===== src/rtl/mbist_march_pkg.sv =====
`default_nettype none
// +----------------------------------------------------------------------+
// | mbist_march_pkg : shared types and constants for the March C- BIST   |
// | Rev 1.0                                                              |
// +----------------------------------------------------------------------+
package mbist_march_pkg;

    typedef enum logic [1:0] {
        ST_IDLE  = 2'd0,
        ST_RUN   = 2'd1,
        ST_FLUSH = 2'd2,
        ST_DONE  = 2'd3
    } state_t;

    typedef struct packed {
        logic is_rd;
        logic inv;      // 0 = background, 1 = inverted background
    } march_op_t;

    typedef struct packed {
        logic      down;
        logic      two_ops;
        march_op_t op0;
        march_op_t op1;
    } march_elem_t;

    localparam int c_num_elem = 6;

    // Fields per element: {down, two_ops, rd0, inv0, rd1, inv1}; index 0 = E0
    localparam march_elem_t [c_num_elem-1:0] c_march_tbl = {
        6'b00_10_00,    // E5 up   (r0)
        6'b11_11_00,    // E4 down (r1,w0)
        6'b11_10_01,    // E3 down (r0,w1)
        6'b01_11_00,    // E2 up   (r1,w0)
        6'b01_10_01,    // E1 up   (r0,w1)
        6'b00_00_00     // E0 up   (w0)
    };

    localparam logic [255:0] c_bg0_pat = '0;
    localparam logic [255:0] c_bg1_pat = {128{2'b01}};

endpackage
`default_nettype wire


===== src/rtl/mbist_repair_tbl.sv =====
`default_nettype none
// +----------------------------------------------------------------------+
// | mbist_repair_tbl : failing-row capture table and functional remap    |
// | Rev 1.0                                                              |
// +----------------------------------------------------------------------+
module mbist_repair_tbl #(
    parameter int unsigned ADDR_WD           = 9,
    parameter int unsigned REPAIR_ADDR_START = 'h1FC,
    parameter int unsigned REPAIR_CNT        = 4
) (
    input  logic               clk,
    input  logic               rst,
    input  logic               i_clear,
    input  logic               i_log_vld,
    input  logic [ADDR_WD-1:0] i_log_addr,
    input  logic [ADDR_WD-1:0] i_func_addr,
    output logic [ADDR_WD-1:0] o_func_addr,
    output logic [3:0]         o_repair_cnt,
    output logic               o_overflow
);

    localparam logic [ADDR_WD-1:0] c_repair_start = REPAIR_ADDR_START[ADDR_WD-1:0];

    logic [REPAIR_CNT-1:0] r_vld;
    logic [ADDR_WD-1:0]    r_addr [REPAIR_CNT];
    logic [3:0]            r_cnt;
    logic                  w_hit;
    logic                  w_full;
    logic                  w_alloc;

    always_comb begin
        w_hit = 1'b0;
        for (int i = 0; i < int'(REPAIR_CNT); i++) begin
            if (r_vld[i] && (r_addr[i] == i_log_addr)) w_hit = 1'b1;
        end
    end

    assign w_full     = (r_cnt == 4'(REPAIR_CNT));
    assign w_alloc    = i_log_vld && !w_hit && !w_full;
    assign o_overflow = i_log_vld && !w_hit && w_full;

    always_ff @(posedge clk) begin
        if (rst || i_clear)  r_cnt <= 4'd0;
        else if (w_alloc)    r_cnt <= r_cnt + 4'd1;
    end

    for (genvar i = 0; i < int'(REPAIR_CNT); i++) begin : g_entry
        always_ff @(posedge clk) begin
            if (rst || i_clear) begin
                r_vld[i]  <= 1'b0;
                r_addr[i] <= '0;
            end else if (w_alloc && (r_cnt == 4'(i))) begin
                r_vld[i]  <= 1'b1;
                r_addr[i] <= i_log_addr;
            end
        end
    end

    // Scan from the top down so the lowest matching index has the final say
    always_comb begin
        o_func_addr = i_func_addr;
        for (int i = int'(REPAIR_CNT) - 1; i >= 0; i--) begin
            if (r_vld[i] && (r_addr[i] == i_func_addr))
                o_func_addr = c_repair_start + ADDR_WD'(i);
        end
    end

    assign o_repair_cnt = r_cnt;

endmodule
`default_nettype wire


===== src/rtl/mbist_march_ctrl.sv =====
`default_nettype none
// +----------------------------------------------------------------------+
// | mbist_march_ctrl : March C- memory BIST with two data backgrounds;   |
// | spare-row repair and remap present when MBIST_REPAIR_EN is defined.  |
// | Rev 1.0                                                              |
// +----------------------------------------------------------------------+
module mbist_march_ctrl
    import mbist_march_pkg::*;
#(
    parameter int unsigned BIST_ADDR_WD           = 9,
    parameter int unsigned BIST_DATA_WD           = 32,
    parameter int unsigned BIST_ADDR_START        = 0,
    parameter int unsigned BIST_ADDR_END          = 'h1F8,
    parameter int unsigned BIST_REPAIR_ADDR_START = 'h1FC,
    parameter int unsigned BIST_REPAIR_CNT        = 4
) (
    input  logic                    bist_clk,
    input  logic                    bist_rst,
    input  logic                    bist_en,
    input  logic                    bist_run,
    output logic                    bist_done,
    output logic                    bist_error,
    output logic                    bist_correct,
    output logic [3:0]              bist_error_cnt,
    output logic [3:0]              bist_repair_cnt,
    input  logic                    func_cen,
    input  logic                    func_web,
    input  logic [BIST_ADDR_WD-1:0] func_addr,
    input  logic [BIST_DATA_WD-1:0] func_din,
    output logic [BIST_DATA_WD-1:0] func_dout,
    output logic                    mem_cen,
    output logic                    mem_web,
    output logic [BIST_ADDR_WD-1:0] mem_addr,
    output logic [BIST_DATA_WD-1:0] mem_din,
    input  logic [BIST_DATA_WD-1:0] mem_dout
);

    localparam logic [BIST_ADDR_WD-1:0] c_addr_start = BIST_ADDR_START[BIST_ADDR_WD-1:0];
    localparam logic [BIST_ADDR_WD-1:0] c_addr_end   = BIST_ADDR_END[BIST_ADDR_WD-1:0];
    localparam logic [2:0]              c_elem_last  = 3'(c_num_elem - 1);

    if ((BIST_REPAIR_CNT < 1) || (BIST_REPAIR_CNT > 8) ||
        (BIST_REPAIR_ADDR_START <= BIST_ADDR_END) || ((BIST_DATA_WD % 2) != 0)) begin : g_cfg_err
        $error("mbist_march_ctrl: illegal parameter combination");
    end

    state_t                  r_state, w_state_nxt;
    logic [2:0]              r_elem;
    logic                    r_op;
    logic [BIST_ADDR_WD-1:0] r_addr;
    logic                    r_bg;
    logic                    r_rd_vld;
    logic [BIST_DATA_WD-1:0] r_exp;
    logic                    r_error;
    logic [3:0]              r_err_cnt;

    march_elem_t             w_elem;
    march_op_t               w_op;
    logic [2:0]              w_next_elem;
    logic                    w_elem_addr_last;
    logic                    w_op_last;
    logic                    w_last_op;
    logic                    w_start;
    logic [BIST_DATA_WD-1:0] w_bg_data;
    logic [BIST_DATA_WD-1:0] w_op_data;
    logic                    w_mismatch;
    logic                    w_fatal_miss;
    logic [3:0]              w_repair_cnt;
    logic [BIST_ADDR_WD-1:0] w_func_addr_map;

    assign w_elem           = c_march_tbl[r_elem];
    assign w_op             = r_op ? w_elem.op1 : w_elem.op0;
    assign w_next_elem      = (r_elem == c_elem_last) ? 3'd0 : r_elem + 3'd1;
    assign w_elem_addr_last = w_elem.down ? (r_addr == c_addr_start) : (r_addr == c_addr_end);
    assign w_op_last        = !w_elem.two_ops || r_op;
    assign w_last_op        = r_bg && (r_elem == c_elem_last) && w_elem_addr_last && w_op_last;
    assign w_start          = (r_state == ST_IDLE) && bist_run && bist_en;
    assign w_bg_data        = r_bg ? c_bg1_pat[BIST_DATA_WD-1:0] : c_bg0_pat[BIST_DATA_WD-1:0];
    assign w_op_data        = w_op.inv ? ~w_bg_data : w_bg_data;
    assign w_mismatch       = r_rd_vld && (mem_dout != r_exp);

    always_ff @(posedge bist_clk) begin
        if (bist_rst) r_state <= ST_IDLE;
        else          r_state <= w_state_nxt;
    end

    always_comb begin
        w_state_nxt = r_state;
        case (r_state)
            ST_IDLE:  if (bist_run && bist_en) w_state_nxt = ST_RUN;
            ST_RUN:   if (w_last_op)           w_state_nxt = ST_FLUSH;
            ST_FLUSH:                          w_state_nxt = ST_DONE;
            ST_DONE:                           w_state_nxt = ST_DONE;
            default:                           w_state_nxt = ST_IDLE;
        endcase
        if (!bist_run) w_state_nxt = ST_IDLE;
    end

    always_comb begin
        bist_done = (r_state == ST_DONE);
        if (bist_en) begin
            mem_cen  = (r_state != ST_RUN);
            mem_web  = !((r_state == ST_RUN) && !w_op.is_rd);
            mem_addr = r_addr;
            mem_din  = w_op_data;
        end else begin
            mem_cen  = func_cen;
            mem_web  = func_web;
            mem_addr = w_func_addr_map;
            mem_din  = func_din;
        end
    end

    // Sequencer: one op per cycle, elements and backgrounds chained back to back
    always_ff @(posedge bist_clk) begin
        if (bist_rst || w_start) begin
            r_elem <= 3'd0;
            r_op   <= 1'b0;
            r_addr <= c_addr_start;
            r_bg   <= 1'b0;
        end else if (r_state == ST_RUN) begin
            if (w_elem.two_ops && !r_op) begin
                r_op <= 1'b1;
            end else begin
                r_op <= 1'b0;
                if (w_elem_addr_last) begin
                    r_elem <= w_next_elem;
                    r_addr <= c_march_tbl[w_next_elem].down ? c_addr_end : c_addr_start;
                    if (r_elem == c_elem_last) r_bg <= ~r_bg;
                end else begin
                    r_addr <= w_elem.down ? r_addr - 1'b1 : r_addr + 1'b1;
                end
            end
        end
    end

    always_ff @(posedge bist_clk) begin
        if (bist_rst) begin
            r_rd_vld <= 1'b0;
            r_exp    <= '0;
        end else begin
            r_rd_vld <= (r_state == ST_RUN) && w_op.is_rd;
            r_exp    <= w_op_data;
        end
    end

    always_ff @(posedge bist_clk) begin
        if (bist_rst || w_start) begin
            r_err_cnt <= 4'd0;
            r_error   <= 1'b0;
        end else begin
            if (w_mismatch && (r_err_cnt != 4'hF)) r_err_cnt <= r_err_cnt + 4'd1;
            if (w_fatal_miss)                      r_error   <= 1'b1;
        end
    end

`ifdef MBIST_REPAIR_EN
    logic [BIST_ADDR_WD-1:0] r_rd_addr;

    always_ff @(posedge bist_clk) begin
        if (bist_rst) r_rd_addr <= '0;
        else          r_rd_addr <= r_addr;
    end

    mbist_repair_tbl #(
        .ADDR_WD           (BIST_ADDR_WD),
        .REPAIR_ADDR_START (BIST_REPAIR_ADDR_START),
        .REPAIR_CNT        (BIST_REPAIR_CNT)
    ) u_repair_tbl (
        .clk          (bist_clk),
        .rst          (bist_rst),
        .i_clear      (w_start),
        .i_log_vld    (w_mismatch),
        .i_log_addr   (r_rd_addr),
        .i_func_addr  (func_addr),
        .o_func_addr  (w_func_addr_map),
        .o_repair_cnt (w_repair_cnt),
        .o_overflow   (w_fatal_miss)
    );
`else
    // No spares: any mismatch is unrepairable
    assign w_fatal_miss    = w_mismatch;
    assign w_repair_cnt    = 4'd0;
    assign w_func_addr_map = func_addr;
`endif

    assign bist_error      = r_error;
    assign bist_error_cnt  = r_err_cnt;
    assign bist_repair_cnt = w_repair_cnt;
    assign bist_correct    = bist_done && !r_error && (w_repair_cnt != 4'd0);
    assign func_dout       = mem_dout;

endmodule
`default_nettype wire


===== config.mk =====
export PLATFORM = sky130hd
export DESIGN_NAME = mbist_march_ctrl
export DESIGN_NICKNAME = d
export VERILOG_FILES = /design/src/rtl/mbist_march_pkg.sv /design/src/rtl/mbist_repair_tbl.sv /design/src/rtl/mbist_march_ctrl.sv
export SDC_FILE = /design/constraint.sdc
export NUM_CORES = 1
export LEC_CHECK = 0
export BUFFER_PORTS_ARGS = -buffer_cell sky130_fd_sc_hd__buf_4
export CAP_MARGIN = 20
export CORE_MARGIN = 3
export CORE_UTILIZATION = 40
export CTS_CLUSTER_DIAMETER = 120
export DETAILED_ROUTE_END_ITERATION = 7
export MAX_ROUTING_LAYER = met4
export PLACE_DENSITY = 0.89
export SKIP_LAST_GASP = 1
export SYNTH_ARGS = -nofsm -noshare
export SYNTH_HDL_FRONTEND = slang
export SYNTH_SLANG_ARGS = --single-unit

===== constraint.sdc =====
create_clock -name bist_clk -period 2.4 [get_ports bist_clk]
set_clock_uncertainty 0.2 [all_clocks]
set_input_delay 0.12 -clock bist_clk [delete_from_list [all_inputs] [get_ports bist_clk]]
set_output_delay 0.12 -clock bist_clk [all_outputs]
set_load 0.02 [all_outputs]

# After elaboration in Yosys (flattened, before gate mapping)
# Memories as Yosys holds them, arrays and structs flattened. A register that Yosys moved wholly into a read port is not among the register bits.
# Index checks and enable logic that the tools add are counted.
[word_totals]
reg_bits = 54
mem_bits_ro = 96
input_bits = 79
output_inout_bits = 86
mem_count = 2
[memory_table]
columns = ["memory", "words", "width", "rd", "rd_ports_with_merged_regs", "wr", "line_no", "text"]
rows = [
  ["(no name shown)", 8, 6, 1, 0, 0, "mbist_march_ctrl.sv:128", "r_addr <= c_march_tbl[w_next_elem].down ? c_addr_end : c_addr_start;"],
  ["(no name shown)", 8, 6, 1, 1, 0, "mbist_march_ctrl.sv:71", "assign w_elem = c_march_tbl[r_elem];"],
]
[op_classes]
addsub = 4
n_lt_le_gt_ge = 2
n_eq_ne = 10
muxes = 20
bitwise = 4
reduce_logical = 25
[op_table]
columns = ["operator", "n"]
rows = [
  ["$mux W32", 2],
  ["$mux W9", 4],
  ["$ne A32 B32 Y1", 1],
  ["$not A31 Y32", 1],
  ["$mux W31", 1],
  ["$mux W6", 2],
  ["$logic_and A1 B1 Y1", 11],
  ["$add A9 B1 Y9 const B", 1],
  ["$eq A9 B9 Y1 const B", 1],
  ["$logic_not A9 Y1", 1],
  ["$mux W3", 3],
  ["$sub A9 B1 Y9 const B", 1],
  ["$lt A3 B4 Y1 const B", 2],
  ["$mux W2", 3],
  ["$pmux W2 S3", 1],
  ["$add A4 B1 Y4 const B", 1],
  ["$eq A2 B2 Y1 const B", 2],
  ["$logic_not A1 Y1", 4],
  ["$mux W1", 4],
  ["$ne A2 B1 Y1 const B", 2],
  ["$ne A4 B4 Y1 const B", 1],
  ["$reduce_and A2 Y1", 2],
  ["$reduce_and A4 Y1", 1],
  ["$reduce_or A2 Y1", 2],
  ["8 further kinds", 11],
]

# Longest topological paths before layout
[depth]
ltp_word = 7
mapped_depth = 7

# Least setup slack after synthesis
# No wires, ideal clock.
[synth_path]
kind = "reg2reg"
startpoint = "reg w_elem[5] (netlist name)"
endpoint = "reg r_addr[8]"
arrival_ns = 1.770
t_required_ns = 2.130
setup_slack_ns = 0.360
path_stages_with_launch = 8
path_buffers = 0
cell_sequence = "dfxtp_1 -> ha_1 -> a21oi_1 -> o211ai_1 -> o41ai_1 -> xnor2_1 -> nand3_1 -> a21oi_1"
[synth_rtl]
columns = ["element", "line_no", "text"]
rows = [
  ["end signal, assigned", "mbist_march_ctrl.sv:119", "r_addr <= c_addr_start;"],
  ["end signal, assigned", "mbist_march_ctrl.sv:128", ""],
  ["end signal, assigned", "mbist_march_ctrl.sv:131", "r_addr <= w_elem.down ? r_addr - 1'b1 : r_addr + 1'b1;"],
  ["end, declared", "mbist_march_ctrl.sv:50", "logic [BIST_ADDR_WD-1:0] r_addr;"],
]

# Worst setup path after layout
[layout_path]
startpoint = "reg r_addr[0]"
endpoint = "reg r_addr[8]"
[layout_between]
elab_chain_cells = 3
word_cells_on_any_way = 7
classes_between = "add/sub: 2; eq/ne: 1; mux: 3; reduce/logical: 1"
[layout_rtl]
columns = ["element", "line_no", "text"]
rows = [
  ["$add A9 B1 Y9 (tied with other cells)", "mbist_march_ctrl.sv:131", ""],
  ["$mux W9 / $mux W1 (equally long branches)", "mbist_march_ctrl.sv:131, mbist_march_ctrl.sv:74", ""],
  ["$mux W9 *", "mbist_march_ctrl.sv:126", "if (w_elem_addr_last) begin"],
]
# Mark *: on every way between the ends. The rest lies on a longest branch, timed or not.
# A chain may end at the register's enable or synchronous reset.

==> flow_metrics.tcl <==
set metrics [dict create \
    status "completed" \
    synth_seq_area_share 0.245 \
    use_met3 0.0645 \
    dp.cells 507 \
    antenna_found_initial 0 \
    nets 532 \
    synthArstFlopShare 0 \
    path_buf_inv 0 \
    synthXorXnorAreaFrac 0.0444 \
    whs_endpoint "r_state[0]" \
    r2r-end "r_addr[8]" \
    fmax_mhz 462 \
    setup_slack_ns 0.237 \
    drc 0 \
    synth_top_family_by_area "compound AO/OA/AOI/OAI gates" \
    vias_per_cell 5.17 \
    die_w_um 82.9 \
    setup_viol 0 \
    finalMaxSlewViolations 0 \
    n_antenna_cell 0 \
    path_class "flop to flop" \
    h-tree-depth 2 \
    period_needed_ns 2.16 \
    grt_usage 0.205 \
    grt_start_max_net_pins 32 \
    synth-edff-count 0 \
    reg2reg_from "r_addr[0]" \
    cts_buffers 5 \
    dr.first_iter.drc_count 166 \
    start_util 0.422 \
    tightestPinTransition_ns 0.561 \
    syn_inst 319 \
    cp.required_ns 2.41 \
    ys_ff_latch 29 \
    cts_tree "done" \
    ios 165 \
    cts.path.max_buffers 2 \
    timing.setup.tns_ns 0 \
    ys.flop_type "dfxtp_1" \
    yosys.area_share.simple 0.216 \
    path_delay_family "compound AO/OA/AOI/OAI gates" \
    clk_pin_slew_worst_paths_ns 0.06 \
    critPathCaptureType "flop" \
    hp-start "bist_en" \
    ant_nets 0 \
    finalCritPeriodShare 0.901 \
    grt.met2_usage 0.364 \
    overflow 0 \
    grt_pass1_vias 2544 \
    relSlewSlack 0.624 \
    dr.pass1.iters 5 \
    design_area_um2 3460 \
    slowest_stage "fa_1" \
    clock_sinks 29 \
    wirelength_um 7240 \
    synthToLayoutAreaGrowth_pct 46.4 \
    post-place-ws_ns 0.139 \
    fin_util 0.618 \
    worst_path_most_repeated_cell "a21oi_1" \
    synthAdderAreaFrac 0.0508 \
    r2r_setup_slack_ns 0.24 \
    arrival_ns 2.18 \
    hold_path_class "primary input to flop" \
    fillers 482 \
    r2r.worst_path.cells 7 \
    post_drt_wl_per_cell_um 14.0 \
    gr-max-usage-layer "met2" \
    syn_area_per_cell_um2 7.42 \
    io_buffers 159 \
    p_leak_nw 1.65 \
    crit_chain "fa_1 -> a21oi_1 -> o211ai_1 -> o41ai_1 -> xnor2_1 -> nand3_1 -> a21oi_1" \
    synth_warnings 0 \
    core-area_um2 5610 \
    num_vias 2674 \
    powerDensity_nw_per_um2 387 \
    hold_violations 0 \
    drive_above_1_share 0.411 \
    dp_hpwl_um 5940 \
    die_y_um 82.9 \
    regArea_um2 582 \
    root_buffer "clkbuf_8" \
    slowest_delay_ns 0.48 \
    clkLatencyLatePin_ns 0.28 \
    multi_input_area_um2 1390 \
    totalPowerFinal_mw 1.34 \
    synthMuxAreaShare 0.0513 \
    path_max_fanout 6 \
    gp_congestion 0.875 \
    grt_first_pass_wirelength_um 11700 \
    whs_ns 0.148 \
    design.die.area_um2 6870 \
    rows 27 \
    rsz0062_at_grt "false" \
    synth-compound-area-share 0.218 \
    fin_cells 517 \
    vdd_ir_drop_max_mv 0.226 \
    max_cap_violations 0 \
    grt_use_met1 0.222 \
    placed_area_um2 3360 \
    ys_types 43 \
    start_kind "flop" \
    syn_area_um2 2370 \
    whs_path_depth 3 \
]
[registers in the layout, indices dropped and copies added, names as in the netlist]
name            cells
bist_error_cnt      4
r_exp               2
r_elem              3
r_addr              9
bist_error          1
r_rd_vld            1
r_state             2
r_bg                1
w_elem              5
r_op                1
[area by class of cell]
type,count,share of cell area
Timing Repair Buffer,164,0.357
Sequential cell,29,0.168
Multi-Input combinational cell,222,0.402
Tap cell,72,0.0260
Clock buffer,8,0.0231
Inverter,22,0.0238
[routing by layer]
layer	vias up	wire, um
met3	11	564
li1	1327	-
met4	0	88
met1	1238	2710
met2	98	3880
met5	-	0
[report_power, final]
part / switching (mW) / leakage (nW) / internal [mW] / total, mW
registers: 0.0100 / 0.235 / 0.489 / 0.499
clock network: 0.175 / 0.0395 / 0.205 / 0.380
logic: 0.238 / 1.37 / 0.224 / 0.462
total: 0.423 / 1.65 / 0.918 / 1.34
[worst register-to-register path, cell delays in order (launching register included)]
cell      delay (ns)
dfxtp_1         0.36
fa_1            0.48
a21oi_1         0.20
o211ai_1        0.16
o41ai_1         0.33
xnor2_1         0.16
nand3_1         0.09
a21oi_1         0.13
[worst max-delay path by stage]
stage / start / end / cells past startpoint
floorplan: w_elem[5] / r_addr[8] / 7
global placement: w_elem[5] / r_addr[8] / 7
detailed placement: w_elem[5] / r_addr[8] / 7
CTS: w_elem[5] / r_addr[8] / 7
global route: r_addr[0] / r_addr[8] / 7
finish: r_addr[0] / r_addr[8] / 7
[layout by cell type (no fill, tap or decap), types with 3 or more instances in the layout]
master and count:
nor2b_1 4, a21o_1 3, mux2_2 9, or3_1 5, inv_1 22, nor4_1 3
xor2_1 3, nor2_1 25, o21ai_0 25, a21oi_1 23, clkbuf_8 5, or4_1 5
dfxtp_1 28, nand2_1 16, ha_1 8, nand4_1 4, xnor2_1 9, nor3_1 12
conb_1 5, o211ai_1 3, nand3_1 18, o21a_1 16, o41ai_1 3, clkbuf_1 3
buf_4 162
[synth_stat cells, drive strengths merged, types with 3 or more instances]
library cell	n	share of area
a21o	3	0.0095
o21ai	27	0.057
or3	6	0.016
nor2	25	0.040
a21oi	24	0.052
nor3	12	0.025
inv	22	0.035
dfxtp	29	0.25
nor2b	4	0.011
xnor2	9	0.033
nand3	18	0.038
mux2	9	0.043
xor2	3	0.011
or4	5	0.016
nand4	4	0.011
o21a	16	0.051
buf	39	0.12
o41ai	3	0.011
clkbuf	11	0.017
o211ai	4	0.015
nor4	4	0.013
nand2	17	0.027
ha	8	0.042
[cell families after synthesis]
kind of cell             Yosys count
multiplexers                      11
buffers and inverters             72
flip-flops                        29
AO/OA/AOI/OAI                     84
other                              1
XOR/XNOR                          12
AND/OR/NAND/NOR                  101
adder cells (fa/ha/maj)            9
[repair_timing]
| item | CTS | global route |
|---|---|---|
| hold endpoints to repair | 5 | 0 |
| setup buffers | 0 | 0 |
| hold buffers | 2 | 0 |
| setup endpoints to repair | 0 | 7 |
| gates resized for setup | 0 | 2 |
Note: power is estimated with default switching activity, not from simulation.
